**src/rtl/cordic_rr_scheduler.sv**
```systemverilog
// Round-robin, credit-gated front end that shares one non-stallable CORDIC
// vectoring core among N_REQ requesters and returns results via per-requester FIFOs.
module cordic_rr_scheduler #(
    parameter int WIDTH      = 16,
    parameter int N_REQ      = 2,
    parameter int PIPE_LAT   = 16,
    parameter int FIFO_DEPTH = 2
) (
    input  logic                   clk,
    input  logic                   rst,
    input  logic [N_REQ-1:0]       req_valid,
    output logic [N_REQ-1:0]       req_ready,
    input  logic [N_REQ*WIDTH-1:0] req_x,
    input  logic [N_REQ*WIDTH-1:0] req_y,
    output logic [WIDTH-1:0]       core_x,
    output logic [WIDTH-1:0]       core_y,
    input  logic [WIDTH-1:0]       core_mag,
    input  logic [31:0]            core_phase,
    output logic [N_REQ-1:0]       rsp_valid,
    input  logic [N_REQ-1:0]       rsp_ready,
    output logic [N_REQ*WIDTH-1:0] rsp_mag,
    output logic [N_REQ*32-1:0]    rsp_phase,
    output logic                   busy
);

    localparam int PW = (N_REQ > 1) ? $clog2(N_REQ) : 1;
    localparam int CW = $clog2(FIFO_DEPTH + 1);
    localparam int AW = (FIFO_DEPTH > 1) ? $clog2(FIFO_DEPTH) : 1;
    localparam int DW = WIDTH + 32;

    logic [PW-1:0]    rr_q, rr_d;
    logic [CW-1:0]    credit_q [N_REQ];
    logic [CW-1:0]    credit_d [N_REQ];
    logic [PIPE_LAT:0] tag_v_q, tag_v_d;
    logic [PW-1:0]    tag_id_q [PIPE_LAT+1];
    logic [PW-1:0]    tag_id_d [PIPE_LAT+1];
    logic [WIDTH-1:0] core_x_q, core_x_d, core_y_q, core_y_d;
    logic [DW-1:0]    mem_q [N_REQ][FIFO_DEPTH];
    logic [DW-1:0]    mem_d [N_REQ][FIFO_DEPTH];
    logic [AW-1:0]    rd_q [N_REQ];
    logic [AW-1:0]    rd_d [N_REQ];
    logic [AW-1:0]    wr_q [N_REQ];
    logic [AW-1:0]    wr_d [N_REQ];
    logic [CW-1:0]    cnt_q [N_REQ];
    logic [CW-1:0]    cnt_d [N_REQ];
    logic             busy_q, busy_d;

    logic [N_REQ-1:0] elig, grant, push, pop, nonempty, nonempty_d;
    logic [PW-1:0]    grant_id;
    logic [PW-1:0]    idx;
    logic             issue;

    function automatic logic [AW-1:0] ptr_inc(input logic [AW-1:0] p);
        if (p == AW'(FIFO_DEPTH - 1)) return '0;
        return p + 1'b1;
    endfunction

    always_comb begin
        elig = '0;
        for (int i = 0; i < N_REQ; i++) begin
            elig[i] = req_valid[i] && (credit_q[i] != '0);
        end
    end

    // Scan downward so the last hit is the first eligible requester from rr_q.
    always_comb begin
        grant_id = '0;
        idx      = '0;
        for (int k = N_REQ - 1; k >= 0; k--) begin
            idx = PW'((int'(rr_q) + k) % N_REQ);
            if (elig[idx]) grant_id = idx;
        end
        issue = (|elig) && !rst;
        grant = issue ? (N_REQ'(1) << grant_id) : '0;
        if (!issue) begin
            rr_d = rr_q;
        end else if (grant_id == PW'(N_REQ - 1)) begin
            rr_d = '0;
        end else begin
            rr_d = grant_id + 1'b1;
        end
    end

    always_comb begin
        core_x_d = core_x_q;
        core_y_d = core_y_q;
        if (issue) begin
            core_x_d = req_x[grant_id*WIDTH +: WIDTH];
            core_y_d = req_y[grant_id*WIDTH +: WIDTH];
        end
        tag_v_d     = {tag_v_q[PIPE_LAT-1:0], issue};
        tag_id_d[0] = grant_id;
        for (int k = 1; k <= PIPE_LAT; k++) begin
            tag_id_d[k] = tag_id_q[k-1];
        end
    end

    // The final tag stage lines up with the core output of the matching issue.
    always_comb begin
        mem_d = mem_q;
        for (int i = 0; i < N_REQ; i++) begin
            nonempty[i] = (cnt_q[i] != '0);
            push[i]     = tag_v_q[PIPE_LAT] && (tag_id_q[PIPE_LAT] == PW'(i));
            pop[i]      = nonempty[i] && rsp_ready[i];
            rd_d[i]     = pop[i]  ? ptr_inc(rd_q[i]) : rd_q[i];
            wr_d[i]     = push[i] ? ptr_inc(wr_q[i]) : wr_q[i];
            if (push[i]) mem_d[i][wr_q[i]] = {core_mag, core_phase};
            cnt_d[i]      = cnt_q[i] + CW'(push[i]) - CW'(pop[i]);
            nonempty_d[i] = (cnt_d[i] != '0);
            credit_d[i]   = credit_q[i] - CW'(issue && (grant_id == PW'(i))) + CW'(pop[i]);
        end
        busy_d = (|tag_v_d) || (|nonempty_d);
    end

    always_ff @(posedge clk) begin
        if (rst) begin
            rr_q     <= '0;
            tag_v_q  <= '0;
            core_x_q <= '0;
            core_y_q <= '0;
            busy_q   <= 1'b0;
            for (int k = 0; k <= PIPE_LAT; k++) tag_id_q[k] <= '0;
            for (int i = 0; i < N_REQ; i++) begin
                credit_q[i] <= CW'(FIFO_DEPTH);
                cnt_q[i]    <= '0;
                rd_q[i]     <= '0;
                wr_q[i]     <= '0;
                for (int j = 0; j < FIFO_DEPTH; j++) mem_q[i][j] <= '0;
            end
        end else begin
            rr_q     <= rr_d;
            tag_v_q  <= tag_v_d;
            tag_id_q <= tag_id_d;
            core_x_q <= core_x_d;
            core_y_q <= core_y_d;
            busy_q   <= busy_d;
            credit_q <= credit_d;
            cnt_q    <= cnt_d;
            rd_q     <= rd_d;
            wr_q     <= wr_d;
            mem_q    <= mem_d;
        end
    end

    always_comb begin
        for (int i = 0; i < N_REQ; i++) begin
            rsp_mag[i*WIDTH +: WIDTH] = nonempty[i] ? mem_q[i][rd_q[i]][DW-1:32] : '0;
            rsp_phase[i*32 +: 32]     = nonempty[i] ? mem_q[i][rd_q[i]][31:0] : '0;
        end
    end

    assign req_ready = grant;
    assign rsp_valid = nonempty;
    assign core_x    = core_x_q;
    assign core_y    = core_y_q;
    assign busy      = busy_q;

endmodule

```
**config.mk**
```make
export PLATFORM = sky130hd
export DESIGN_NAME = cordic_rr_scheduler
export DESIGN_NICKNAME = d
export VERILOG_FILES = /design/src/rtl/cordic_rr_scheduler.sv
export SDC_FILE = /design/constraint.sdc
export NUM_CORES = 1
export LEC_CHECK = 0
export ABC_AREA = 0
export CAP_MARGIN = 20
export CORE_ASPECT_RATIO = 0.7
export CORE_UTILIZATION = 50
export DETAILED_ROUTE_END_ITERATION = 8
export GPL_ROUTABILITY_DRIVEN = 0
export PLACE_DENSITY_LB_ADDON = 0.08
export REMOVE_ABC_BUFFERS = 1
export SYNTH_ARGS = -nofsm -noshare
export SYNTH_HDL_FRONTEND = slang
export SYNTH_SLANG_ARGS = --single-unit
```
**constraint.sdc**
```tcl
create_clock -name clk -period 2.6 [get_ports clk]
set_clock_uncertainty 0.05 [all_clocks]
set_input_delay 0.52 -clock clk [delete_from_list [all_inputs] [get_ports clk]]
set_output_delay 0.52 -clock clk [all_outputs]
set_load 0.005 [all_outputs]
```
==> flow_metrics.tcl <==
set metrics [dict create \
    startpoint_type "flip-flop" \
    max_slew_margin 0.2908 \
    setup_slack_ns 0.03535 \
    fin_crit_ns 2.565 \
    syn2layout_area_growth_pct 34.40 \
    path_clk_slew_ns 0.07 \
    pwr-share-comb 0.103 \
    grt_pass1_vias 9090 \
    grt.overflow.total 0 \
    drtIter0Drc 803 \
    dpl_cell_area_mm2 0.01373 \
    status "completed" \
    initial_core_util 0.5185 \
    clock.fmax_ghz 0.3899 \
    reg2reg_depth 7 \
    die_w_um 178.7 \
    yosys_warnings 0 \
    hold_viol 0 \
    chipHeight_um 125.7 \
    drive_gt1_frac 0.06593 \
    cts_inserted_buffers 25 \
    dp_hpwl_um 18490 \
    setup_violations 0 \
    powerDensity_mw_per_mm2 603.9 \
    syn_inst 1316 \
    period_share 0.9864 \
    ys_seq_area_frac 0.4981 \
    die_area_mm2 0.02247 \
    r2r_slack_ns 0.53 \
    dp.cells 1770 \
    worstMarginPinSlew_ns 1.064 \
    grt_pass1_wl_um 48080 \
    avgSynthCellArea_um2 8.308 \
    drc 0 \
    cts_tree "built" \
    fillerInstances 1747 \
    power.internal_mw 6.850 \
    routedWlPerCell_um 16.84 \
    cts_root_buf "clkbuf_16" \
    holdCritPathClass "in -> reg" \
    synth_cell_types 35 \
    dr.pass1.iters 5 \
    io_buffers 250 \
    vias_per_cell 5.276 \
    dp_slack_ns 0.02575 \
    antenna_cells 0 \
    fp-row-count 44 \
    grt_usage 0.2679 \
    clock_latency_ns 0.52 \
    postRouteAntennaNets 0 \
    clockBufferDepth 3 \
    leakagePower_nw 4.845 \
    final_area_mm2 0.01469 \
    worst_ep_required_time_ns 2.03 \
    ir_drop_v 0.0004251 \
    critPathCaptureType "output pin" \
    r2r_end "busy$_SDFF_PP0_" \
    nets 1652 \
    hp-start "rst" \
    grt_max_degree 237 \
    p_switching_mw 2.024 \
    rr_startpoint "tag_id_q[0]$_SDFF_PP0_" \
    htreeDepth 1 \
    syn_area_mm2 0.01093 \
    cts.sinks 272 \
    whs_path_depth 2 \
    maxCapViolCount 0 \
    seqCellArea_mm2 0.005458 \
    finalWirelength_um 30700 \
    vias 9618 \
    fin_cells 1823 \
    rsz0062_at_grt "yes" \
    switching_share 0.2281 \
    critPathArrivalTime_ns 1.99 \
    pwr-share-clk 0.405 \
    cts_hold_buffers 0 \
    antenna_found_initial 1 \
    core_area_mm2 0.02109 \
    crit_fanout 8 \
    utilization 0.6969 \
    num_io_pins 251 \
    final-max-slew-violation-count 0 \
    finalSetupTns_ns 0 \
    worstSetupPathType "reg -> out" \
    holdPathEnd "credit_q[0]$_SDFF_PP0_" \
    synth-seq-cells 272 \
    seq_power_share 0.493 \
    multi_input_area_mm2 0.005102 \
]
[worst max path at each step]
stage / endpoint / slack, ns / startpoint / cells after the start
finish: rsp_phase[37] / 0.04 / rd_q[0]$_SDFFE_PP0P_ / 4
global route: rsp_mag[22] / -0.02 / rd_q[0]$_SDFFE_PP0P_ / 4
CTS: rsp_phase[48] / -0.04 / rd_q[0]$_SDFFE_PP0P_ / 4
detailed placement: req_ready[0] / 0.03 / req_valid[0] / 7
global placement: req_ready[0] / 0.04 / req_valid[0] / 7
floorplan: credit_q[1]$_SDFF_PP1_ / -1.36 / req_valid[0] / 8
[cells in the mapped netlist]
library cell / instances / area (µm²)
and3_1: 1 / 6.260
nand2b_1: 8 / 50.05
or2_1: 1 / 6.260
o21a_1: 1 / 7.510
and2_1: 3 / 18.77
o21ai_2: 1 / 8.760
o21ai_1: 2 / 10.01
nor2b_1: 37 / 231.5
ha_1: 4 / 50.05
o2bb2ai_1: 32 / 280.3
and2b_1: 1 / 7.510
nor4_1: 4 / 25.02
buf_2: 33 / 165.2
buf_6: 2 / 22.52
xnor2_1: 6 / 52.55
xor2_1: 5 / 43.79
nor2_1: 108 / 405.4
buf_1: 4 / 15.01
nand2_1: 390 / 1464
a311oi_1: 1 / 8.760
a22oi_1: 1 / 7.510
a221oi_1: 1 / 8.760
dfxtp_1: 272 / 5445
or4_1: 1 / 7.510
inv_1: 4 / 15.01
mux2i_1: 129 / 1291
a21boi_0: 1 / 7.510
a21oi_1: 195 / 975.9
o211ai_1: 1 / 7.510
buf_4: 6 / 45.04
and4_1: 1 / 8.760
nand3_1: 2 / 10.01
a41oi_1: 1 / 8.760
o21ai_0: 1 / 5.000
clkbuf_1: 56 / 210.2
[critical path, cell delays in order, from the launching register on]
cell and delay (ns):
dfxtp_4 0.46, buf_4 0.18, mux2i_1 0.08, nor2_1 0.20
clkdlybuf4s50_1 0.55
[area by class of cell]
type | instances | area share
repair buffers | 288 | 0.2025
well taps | 276 | 0.02350
inverters | 4 | 0.001022
clock inverters | 3 | 0.001448
clock buffers | 41 | 0.05288
multi-input cells | 939 | 0.3472
flip-flops and latches | 272 | 0.3714
[metrics by stage]
step	power [mW]	hold WS [ns]
final	8.874	0.1690
after floorplan	4.801	0.3638
after global placement	5.357	0.3667
after global routing	9.185	0.1649
after detailed placement	5.360	0.3704
after CTS	8.911	0.1606
[cell families (layout without fill, tap and decap cells)]
group                      count (synthesis)  after routing  synth area share
buffers and inverters                    105            336           0.04326
DFF                                      272            272            0.4981
muxes                                    129            129            0.1181
and+or+nand+nor                          557            557            0.2050
AOI/OAI and AO/OA                        238            238            0.1222
xor gates and xnor gates                  11             11          0.008812
adders and majority gates                  4              4          0.004578
[power groups by stage]
stage | clock network (mW) | registers, mW | logic (mW)
after global placement | 0 | 4.46 | 0.901
final | 3.59 | 4.37 | 0.912
after global routing | 3.82 | 4.38 | 0.984
after floorplan | 0 | 4.46 | 0.341
after CTS | 3.63 | 4.37 | 0.912
after detailed placement | 0 | 4.46 | 0.902
[sequential cells by signal (all words and copies together) (netlist names)]
signal / cells
busy: 1
cnt_q: 4
tag_id_q: 1
core_x: 16
rr_q: 1
core_y: 16
wr_q: 2
tag_id_d: 16
tag_v_q: 17
mem_q: 192
rd_q: 2
credit_q: 4
[routing by layer]
metal,part of all wire,global-route usage,up-vias
li1,-,-,4751
met5,0,0,-
met2,0.46,0.4295,349
met3,0.068,0.04589,45
met4,0.018,0.06381,0
met1,0.46,0.3745,4473
[cells in the final DEF (no fill, tap or decap), drive strengths merged, types with 5 or more instances in the layout]
| cell | netlist | final |
|---|---|---|
| clkbuf | 56 | 42 |
| nand2b | 8 | 8 |
| buf | 45 | 38 |
| xor2 | 5 | 5 |
| clkdlybuf4s50 | 0 | 247 |
| nand2 | 390 | 390 |
| a21oi | 195 | 195 |
| xnor2 | 6 | 6 |
| nor2 | 108 | 108 |
| mux2i | 129 | 129 |
| inv | 4 | 5 |
| o2bb2ai | 32 | 32 |
| dfxtp | 272 | 272 |
| nor2b | 37 | 37 |
[repair_timing]
item	in CTS	in global routing
resized for setup	4	18
setup endpoints to repair	57	46
buffers inserted	4	4
gates cloned	1	1
No activity file was read; power rests on OpenSTA's default activity.
